[config.mk]
export PLATFORM = sky130hd
export DESIGN_NAME = dbus_uncached_responder_flat
export DESIGN_NICKNAME = d
export VERILOG_FILES = /design/src/rtl/dbus_uncached_responder_pkg.sv /design/src/rtl/dbus_uncached_responder_if.sv /design/src/rtl/dbus_uncached_responder.sv /design/src/flat_wrapper.sv
export SDC_FILE = /design/constraint.sdc
export NUM_CORES = 1
export LEC_CHECK = 0
export CORE_MARGIN = 4
export CORE_UTILIZATION = 44
export CTS_CLUSTER_SIZE = 10
export DETAILED_ROUTE_END_ITERATION = 8
export PLACE_DENSITY = 0.86
export SYNTH_ARGS = -nofsm -noshare
export SYNTH_HDL_FRONTEND = slang
export SYNTH_SLANG_ARGS = --single-unit
[constraint.sdc]
create_clock -name clk -period 3.7 [get_ports clk]
set_input_delay 0.925 -clock clk [delete_from_list [all_inputs] [get_ports clk]]
set_output_delay 0.925 -clock clk [all_outputs]
set_load 0.03 [all_outputs]
[src/rtl/dbus_uncached_responder_pkg.sv]
// Shared bus types for the uncached data-bus responder: requester-side dbus and
// single-beat cbus request/response structs.
package dbus_uncached_responder_pkg;

  typedef logic [31:0] addr_t;
  typedef logic [31:0] word_t;
  typedef logic [3:0]  strobe_t;

  typedef enum logic [2:0] {
    MSIZE1 = 3'd0,
    MSIZE2 = 3'd1,
    MSIZE4 = 3'd2
  } msize_t;

  typedef enum logic [3:0] {
    MLEN1  = 4'b0000,
    MLEN2  = 4'b0001,
    MLEN4  = 4'b0011,
    MLEN8  = 4'b0111,
    MLEN16 = 4'b1111
  } mlen_t;

  typedef struct packed {
    logic    valid;
    addr_t   addr;
    msize_t  size;
    strobe_t strobe;   // all-zero strobe marks a read
    word_t   data;
  } dbus_req_t;

  typedef struct packed {
    logic  addr_ok;
    logic  data_ok;
    word_t data;
  } dbus_resp_t;

  typedef struct packed {
    logic    valid;
    logic    is_write;
    msize_t  size;
    addr_t   addr;
    strobe_t strobe;
    word_t   data;
    mlen_t   len;
  } cbus_req_t;

  typedef struct packed {
    logic  ready;
    logic  last;
    word_t data;
  } cbus_resp_t;

endpackage

[src/rtl/dbus_uncached_responder_if.sv]
// Bundles the requester-facing dbus pair and the memory-facing cbus pair;
// the responder takes the slave view, the requester/bus model the master view.
interface dbus_uncached_responder_if;
  import dbus_uncached_responder_pkg::*;

  dbus_req_t  dreq;
  dbus_resp_t dresp;
  cbus_req_t  creq;
  cbus_resp_t cresp;

  modport slave  (input  dreq, cresp, output dresp, creq);
  modport master (output dreq, cresp, input  dresp, creq);
endinterface

[src/rtl/dbus_uncached_responder.sv]
// Uncached (MMIO / kseg1) data-bus responder: one outstanding request, one
// single-beat cbus transaction per request, optional watchdog abort.
module dbus_uncached_responder
  import dbus_uncached_responder_pkg::*;
#(
  parameter int unsigned TIMEOUT_CYCLES = 0,
  parameter logic [31:0] ERR_DATA       = 32'hdead_beef
) (
  input  logic                        clk,
  input  logic                        reset,
  dbus_uncached_responder_if.slave    bus,
  output logic                        bus_err
);

  typedef enum logic [1:0] {IDLE, BUSY, DONE} state_t;

  state_t      state, state_next;

  addr_t       addr_q;
  msize_t      size_q;
  strobe_t     strobe_q;
  word_t       wdata_q;
  logic        write_q;
  word_t       rdata_q;
  logic        err_q;
  logic [31:0] wd_cnt;

  logic        bus_done;
  logic        wd_fire;

  assign bus_done = bus.cresp.ready && bus.cresp.last;
  // wd_cnt counts completed BUSY cycles, so this fires during the last allowed one.
  assign wd_fire  = (TIMEOUT_CYCLES != 0) && (wd_cnt == 32'(TIMEOUT_CYCLES - 1));

  // NOTE: sequential state uses non-blocking assignments so every register
  // samples pre-edge values regardless of statement order.
  always_ff @(posedge clk) begin
    if (reset) state <= IDLE;
    else       state <= state_next;
  end

  // NOTE: each combinational block assigns a default first so no path leaves
  // a signal unassigned and infers a latch.
  always_comb begin
    state_next = state;
    case (state)
      IDLE:    if (bus.dreq.valid) state_next = BUSY;
      BUSY:    if (bus_done || wd_fire) state_next = DONE;
      DONE:    state_next = IDLE;
      default: state_next = IDLE;
    endcase
  end

  always_ff @(posedge clk) begin
    if (reset) begin
      addr_q   <= '0;
      size_q   <= MSIZE1;
      strobe_q <= '0;
      wdata_q  <= '0;
      write_q  <= 1'b0;
      rdata_q  <= '0;
      err_q    <= 1'b0;
      wd_cnt   <= '0;
    end else begin
      case (state)
        IDLE: begin
          if (bus.dreq.valid) begin
            addr_q   <= bus.dreq.addr;
            size_q   <= bus.dreq.size;
            strobe_q <= bus.dreq.strobe;
            wdata_q  <= bus.dreq.data;
            write_q  <= |bus.dreq.strobe;
          end
        end
        BUSY: begin
          wd_cnt <= wd_cnt + 32'd1;
          // A real completion outranks a watchdog expiry in the same cycle.
          if (bus_done) begin
            rdata_q <= bus.cresp.data;
            err_q   <= 1'b0;
          end else if (wd_fire) begin
            rdata_q <= ERR_DATA;
            err_q   <= 1'b1;
          end
        end
        DONE: begin
          wd_cnt <= '0;
          err_q  <= 1'b0;
        end
        default: ;
      endcase
    end
  end

  // Outputs depend on state only, so a stray cresp or changing dreq cannot leak through.
  always_comb begin
    bus.creq  = '0;
    bus.dresp = '0;
    bus_err   = 1'b0;
    case (state)
      BUSY: begin
        bus.creq.valid    = 1'b1;
        bus.creq.is_write = write_q;
        bus.creq.size     = size_q;
        bus.creq.addr     = addr_q;
        bus.creq.strobe   = strobe_q;
        bus.creq.data     = wdata_q;
        bus.creq.len      = MLEN1;
      end
      DONE: begin
        bus.dresp.addr_ok = 1'b1;
        bus.dresp.data_ok = 1'b1;
        bus.dresp.data    = rdata_q;
        bus_err           = err_q;
      end
      default: ;
    endcase
  end

endmodule

[src/flat_wrapper.sv]
// flat-port wrapper written by rule: the top's interface ports become plain ports
module dbus_uncached_responder_flat import dbus_uncached_responder_pkg::*;
#(
  parameter int unsigned TIMEOUT_CYCLES = 0,
  parameter logic [31:0] ERR_DATA       = 32'hdead_beef
)
  (clk, reset, bus_err, bus_dreq, bus_cresp, bus_dresp, bus_creq);
  dbus_uncached_responder_if bus_i ();
  input  logic clk;
  input  logic reset;
  output logic bus_err;
  input wire logic [$bits(bus_i.dreq)-1:0] bus_dreq;
  input wire logic [$bits(bus_i.cresp)-1:0] bus_cresp;
  output wire logic [$bits(bus_i.dresp)-1:0] bus_dresp;
  output wire logic [$bits(bus_i.creq)-1:0] bus_creq;
  assign bus_i.dreq = bus_dreq;
  assign bus_i.cresp = bus_cresp;
  assign bus_dresp = bus_i.dresp;
  assign bus_creq = bus_i.creq;
  dbus_uncached_responder #(.TIMEOUT_CYCLES(TIMEOUT_CYCLES), .ERR_DATA(ERR_DATA)) u_core (.clk(clk), .reset(reset), .bus(bus_i), .bus_err(bus_err));
endmodule
Word level (Yosys, flattened, before mapping)
Index checks and enable logic that the tools add are counted.
Operators by class
  eq/ne operators: 4
  multiplexer cells: 8
  reductions and logical operators: 8
Operators with widths (number)
  two-way mux 77 bit: 1
  two-way mux 34 bit: 1
  AND reduction 2 bit: 4
  two-way mux 2 bit: 2
  one-hot mux 2 bit (2 select lines): 1
  OR reduction 4 bit: 1
  == test 2 x 1 -> 1 bit, second input constant: 1
  == test 2 bit, second input constant: 1
  zero test 2 bit: 1
  two-way mux 1 bit: 2
  != test 2 x 1 -> 1 bit, second input constant: 1
  != test 2 bit, second input constant: 1
  one-hot mux 1 bit (2 select lines): 1
  nonzero test 2 bit: 1
  logical AND 1 bit: 1
Storage, ports and cells
  register bits: 107
  input port bits: 108

Logic depth before layout (Yosys ltp)
Gate-level depths: netlist of the first run.
  depth after elaboration: 3
  depth in mapped cells: 5
  mapped depth without buffers: 3

Worst setup path before layout of the first run
OpenSTA, ideal clock, no wires.
  kind: reg2out
  from: register u_core.state[1]
  to: output port bus_dresp[23]
  data arrival time: 1.223 ns
  setup slack: 1.552 ns
  cell stages (with the launch flop): 4
  buffers on the path: 1
  cells stage by stage: dfxtp_1 nor2b_1 buf_2 and2_1
On the way
  longest elaborated chain between the ends: 2
RTL lines
  start: declaration: RTL line dbus_uncached_responder.sv:17  | state_t state, state_next;
  start signal: assignment: RTL line dbus_uncached_responder.sv:39  | else state <= state_next;
  == test 2 bit: RTL line dbus_uncached_responder.sv:100  | case (state)
  two-way mux 34 bit: RTL line dbus_uncached_responder.sv:100
  end: declaration: RTL line flat_wrapper.sv:14  | output wire logic [$bits(bus_i.dresp)-1:0] bus_dresp;
Every way passes these cells.

Worst setup path in the final report of the first run
  from: register u_core.state[0]
  to: output port bus_creq[33]
On the way
  longest elaborated chain between the ends: 2
RTL lines
  == test 2 x 1 -> 1 bit: RTL line dbus_uncached_responder.sv:100
  two-way mux 77 bit: RTL line dbus_uncached_responder.sv:100
  end: declaration: RTL line flat_wrapper.sv:15  | output wire logic [$bits(bus_i.creq)-1:0] bus_creq;
Every way passes these cells.

==> results.sh, run 1 <==
export IMPL_yosysTopAreaCell="dfxtp_1"
export IMPL_cp_required_ps=2770
export IMPL_initial_core_util_pct=45.5
export IMPL_report_final_slew_viol_count=0
export IMPL_tns_ps=0
export IMPL_antenna_found_initial=0
export IMPL_ys_types=16
export IMPL_grt_max_degree=107
export IMPL_yosys_top_cells_area="dfxtp_1, nand2_1, and2_1"
export IMPL_synth_top_cell_area_share_pct=47.5
export IMPL_hold_violations=0
export IMPL_cts_root_buffer="clkbuf_8"
export IMPL_routabilityCongestion=0.774
export IMPL_max_stage_delay_ps=680
export IMPL_ys_flop_type="dfxtp_1"
export IMPL_cp_cell_sequence="nor2b_4, buf_12, and2_1, clkdlybuf4s50_1"
export IMPL_grt_usage_pct=21.3
export IMPL_hold_buffers=0
export IMPL_slew_headroom_pct=27.7
export IMPL_fmax_ghz=0.310
export IMPL_cp_max_fo=54
export IMPL_arrival_ps=2300
export IMPL_postCtsSetupBuffers=0
export IMPL_dieArea_sq_um=11800
export IMPL_synth_common_cells="nand2_1, dfxtp_1, a21oi_1, and2_1, clkbuf_1"
export IMPL_drc_errors=0
export IMPL_diodes=0
export IMPL_ys_ff_latch=106
export IMPL_clock_latency_ps=340
export IMPL_vias=4390
export IMPL_core_sq_um=9820
export IMPL_drtPass1Iterations=4
export IMPL_peakVddDrop_mv=0.214
export IMPL_worstSetupStartpointType="flip-flop"
export IMPL_async_flop_share_pct=0
export IMPL_synth_edf_count=0
export IMPL_tightestPinTransition_ps=1080
export IMPL_cts_sinks=106
export IMPL_power_density_nw_per_um2=338
export IMPL_die_y_um=109
export IMPL_clkTransAtPathRegs_ps=80
export IMPL_maxCapViolCount=0
export IMPL_grt_overflow=0
export IMPL_ys_seq_area_share_pct=47.5
export IMPL_numCtsBuffers=9
export IMPL_setup_viol=0
export IMPL_slowest_stage="clkdlybuf4s50_1"
export IMPL_fin_crit_ps=3220
export IMPL_clk_path_buf_depth=2
export IMPL_worst_setup_path_type="reg -> out"
export IMPL_dieWidth_um=109
export IMPL_place_hpwl_mm=9.47
export IMPL_syn_inst=586
export IMPL_leakage_nw=2.48
export IMPL_detail_route_antenna_nets=0
export IMPL_cts_htree_levels=3
export IMPL_setup_worst_path_end_class="output port"
export IMPL_fin_worst_skew_ps=15.2
export IMPL_min_period_over_period_pct=87.1
export IMPL_cts_resized=0
export IMPL_yosysMostFrequentCell="nand2_1"
export IMPL_vias_per_cell=4.85
export IMPL_io_pins=220
export IMPL_yosysWarnings=0
export IMPL_critical_path_buf_inv_count=2
export IMPL_totalWireLength_mm=13.1
export IMPL_grt_pass1_wl_mm=20.3
export IMPL_drive_above_1_share_pct=3.10
export IMPL_first_global_vias=4337
export IMPL_run_status="finished clean"
export IMPL_cts_tree="yes"
export IMPL_crit_family="buffers and inverters"
export IMPL_port_buffers=214
export IMPL_rsz0062_at_grt="no"
export IMPL_postSynthAreaPerCell_sq_um=7.63
export IMPL_syn_cell_area_sq_um=4470
export IMPL_wl_per_cell_um=14.4
export IMPL_utilization_pct=68.4
export IMPL_drt_iter0_drc=232
export IMPL_fin_nets=876
export IMPL_synthToLayoutAreaGrowth_pct=50.3
export IMPL_min_path_type="reg -> reg"
export IMPL_core_rowCount=36
[placed cells by master, fill, tap and decap left out]
| cell type | instances |
|---|---|
| a21oi_1 | 105 |
| nor2b_1 | 1 |
| nor3b_2 | 1 |
| clkinvlp_4 | 2 |
| nor2b_4 | 1 |
| nand4b_1 | 1 |
| clkbuf_1 | 2 |
| buf_4 | 6 |
| or3b_2 | 1 |
| and2_1 | 104 |
| buf_12 | 1 |
| clkdlybuf4s50_1 | 213 |
| dfxtp_1 | 106 |
| clkinv_4 | 1 |
| o41ai_1 | 1 |
| conb_1 | 5 |
| and4b_1 | 1 |
| nor2_1 | 2 |
| nand2_1 | 208 |
| clkbuf_8 | 11 |
[worst reg2reg max path, stage by stage (launching register included)]
cell,delay (ps)
dfxtp_1,380
nor3b_2,210
buf_4,600
o41ai_1,220
a21oi_1,170
[final timing paths]
check / cells past startpoint / end / start / slack, ps
min: 2 / u_core.addr_q[26]$_SDFFE_PP0P_ / u_core.addr_q[26]$_SDFFE_PP0P_ / 450
max: 4 / bus_creq[33] / u_core.state[0]$_SDFFE_PP0P_ / 480
min reg2reg: 2 / u_core.addr_q[26]$_SDFFE_PP0P_ / u_core.addr_q[26]$_SDFFE_PP0P_ / 450
max reg2reg: 4 / u_core.write_q$_SDFFE_PP0P_ / u_core.state[1]$_SDFFE_PP0P_ / 2060
[cell families (layout without fill, tap and decap cells)]
group | after synthesis | after routing | synth area share (%)
other | 1 | 5 | 0.0839
AO/OA/AOI/OAI | 106 | 106 | 11.9
flip-flops | 106 | 106 | 47.5
buffers and inverters | 53 | 236 | 7.27
AND/OR/NAND/NOR | 320 | 320 | 33.2
[sequential cells by signal, summed over array words and instances (netlist names)]
register and cells:
u_core.rdata_q 32, u_core.write_q 1, u_core.addr_q 32, u_core.state 2
u_core.wdata_q 32, u_core.strobe_q 4, u_core.size_q 3
[area by class of cell]
cell class | count | area (sq um)
multi-input combinational | 431 | 2050
sequential | 106 | 2120
clock inverter | 3 | 23.8
fill | 833 | 3100
tap | 133 | 166
timing repair buffer | 220 | 2200
clock buffer | 13 | 159
[power breakdown]
group          internal, mW  switching, mW
sequential             1.20         0.0283
clock                 0.284          0.366
combinational         0.191          0.203
total                  1.68          0.597
[through the flow]
step                instance area [sq um]  hold slack [ps]  worst slack [ps]  std cells  power (mW)
detailed placement                   6540              443               813        890        1.65
global placement                     6540              437               891        890        1.64
finish                               6720              452               478        906        2.27
CTS                                  6720              456               439        906        2.31
floorplan                            4490              427              1550        590        1.47
global route                         6720              472               269        906        2.39
[layer usage]
metal	part of all wire, %	up-vias	track usage (%)	wire (um)
li1	-	2189	-	-
met1	38	2017	23.0	4970
met2	53	164	40.4	6880
met3	7.2	20	5.27	944
met4	2.2	0	7.21	286
met5	0	-	0	0
No activity file was read; power rests on OpenSTA's default activity.
==> inputs of run 2 (changes only) <==
--- a/config.mk
+++ b/config.mk
@@ -10,6 +10,7 @@
 export CTS_CLUSTER_SIZE = 10
 export DETAILED_ROUTE_END_ITERATION = 8
 export PLACE_DENSITY = 0.86
+export SLEW_MARGIN = 25
 export SYNTH_ARGS = -nofsm -noshare
 export SYNTH_HDL_FRONTEND = slang
 export SYNTH_SLANG_ARGS = --single-unit
==> run 2 against run 1 <==
Effect of this change: count of clock-buffer cells in the layout unchanged; non-clock buffer count unchanged; final cell count unchanged; fmax about the same; sequential power about the same; register-to-register slack about the same; routed wire length increased by 0.66%; via count about the same; critical path type unchanged.
==> results.sh, run 2 (same netlist as run 1, synthesis figures left out) <==
export IMPL_drt_iter0_drc=258
export IMPL_vias=4394
export IMPL_routabilityCongestion=0.774
export IMPL_grt_pass1_wl_mm=20.3
export IMPL_grt_max_degree=107
export IMPL_setup_viol=0
export IMPL_die_y_um=109
export IMPL_tightestPinTransition_ps=764
export IMPL_fin_crit_ps=3220
export IMPL_cts_root_buffer="clkbuf_8"
export IMPL_cts_resized=0
export IMPL_run_status="finished clean"
export IMPL_cts_htree_levels=3
export IMPL_fmax_ghz=0.310
export IMPL_leakage_nw=2.48
export IMPL_first_global_vias=4337
export IMPL_hold_buffers=0
export IMPL_maxCapViolCount=0
export IMPL_wl_per_cell_um=14.5
export IMPL_slew_headroom_pct=49.0
export IMPL_final_common_cell="clkdlybuf4s50_1"
export IMPL_peakVddDrop_mv=0.212
export IMPL_clkTransAtPathRegs_ps=80
export IMPL_dieArea_sq_um=11800
export IMPL_final_cell_mix="clkdlybuf4s50_1, nand2_1, dfxtp_1, a21oi_1, and2_1"
export IMPL_report_final_slew_viol_count=0
export IMPL_cts_tree="yes"
export IMPL_worst_setup_path_type="reg -> out"
export IMPL_fin_worst_skew_ps=16.7
export IMPL_grt_usage_pct=21.3
export IMPL_core_rowCount=36
export IMPL_setup_worst_path_end_class="output port"
export IMPL_fillCellCount=834
export IMPL_drtPass1Iterations=4
export IMPL_grt_busiest_layer="met2"
export IMPL_drive_above_1_share_pct=3.10
export IMPL_rsz0062_at_grt="no"
export IMPL_power_density_nw_per_um2=338
export IMPL_met1_usage_pct=23.0
export IMPL_postCtsSetupBuffers=0
export IMPL_synthToLayoutAreaGrowth_pct=50.4
export IMPL_io_pins=220
export IMPL_design_power_total_mw=2.27
export IMPL_arrival_ps=2300
export IMPL_worstSetupStartpointType="flip-flop"
export IMPL_clk_path_buf_depth=2
export IMPL_cp_max_fo=54
export IMPL_clock_latency_ps=340
export IMPL_grtUsageMet3_pct=5.27
export IMPL_min_period_over_period_pct=87.1
export IMPL_totalWireLength_mm=13.2
export IMPL_dieWidth_um=109
export IMPL_tns_ps=0
export IMPL_min_path_type="reg -> reg"
export IMPL_diodes=0
export IMPL_antenna_found_initial=0
export IMPL_numCtsBuffers=9
export IMPL_port_buffers=214
export IMPL_vias_per_cell=4.85
export IMPL_fin_nets=876
export IMPL_grt_overflow=0
export IMPL_cts_sinks=106
export IMPL_hold_violations=0
export IMPL_met2_usage_pct=40.4
export IMPL_drc_errors=0
export IMPL_core_sq_um=9820
export IMPL_place_hpwl_mm=9.47
export IMPL_initial_core_util_pct=45.5
export IMPL_reg_top3="u_core.addr_q (32), u_core.rdata_q (32), u_core.wdata_q (32)"
export IMPL_cp_required_ps=2770
export IMPL_detail_route_antenna_nets=0
[run 2: changes by cell type in the layout (fill, tap and decap cells not counted)]
cell   delta
buf_4     -1
buf_6     +1
[run 2: critical path, cell delays in order (launching register included)]
cell	delay, ps
dfxtp_1	430
nor2b_4	420
buf_12	250
and2_1	170
clkdlybuf4s50_1	680
[run 2: where the power goes]
group          internal [mW]  switching (mW)
logic                  0.192           0.204
registers               1.20          0.0284
clock network          0.284           0.366
[run 2: stage by stage]
step,utilization (%),instance area (sq um),worst slack (ps),std cells,hold WS (ps)
2_1_floorplan,-,4490,1550,590,427
3_3_place_gp,66.6,6540,891,890,437
3_5_place_dp,66.6,6540,813,890,443
4_1_cts,68.4,6720,439,906,456
5_1_grt,68.5,6720,269,906,472
6_report,68.5,6720,478,906,452
[run 2: final timing paths]
path	from	slack, ps	cells after the start	endpoint
min	u_core.addr_q[15]$_SDFFE_PP0P_	450	2	u_core.addr_q[15]$_SDFFE_PP0P_
min reg2reg	u_core.addr_q[15]$_SDFFE_PP0P_	450	2	u_core.addr_q[15]$_SDFFE_PP0P_
max reg2reg	u_core.state[1]$_SDFFE_PP0P_	2070	4	u_core.write_q$_SDFFE_PP0P_
max	u_core.state[0]$_SDFFE_PP0P_	480	4	bus_creq[33]
[run 2: final cells by class]
cell class                 count  area [sq um]  share of cell area, %
clock buffer                  13           159                   2.36
clock inverter                 3          23.8                  0.354
timing repair buffer         220          2200                   32.7
multi-input combinational    431          2050                   30.5
sequential                   106          2120                   31.6
tap                          133           166                   2.47
[run 2: layer usage]
layer	vias up	part of all wire, %
li1	2188	-
met1	2044	38
met2	140	53
met3	22	6.5
met4	0	2.5
met5	-	0
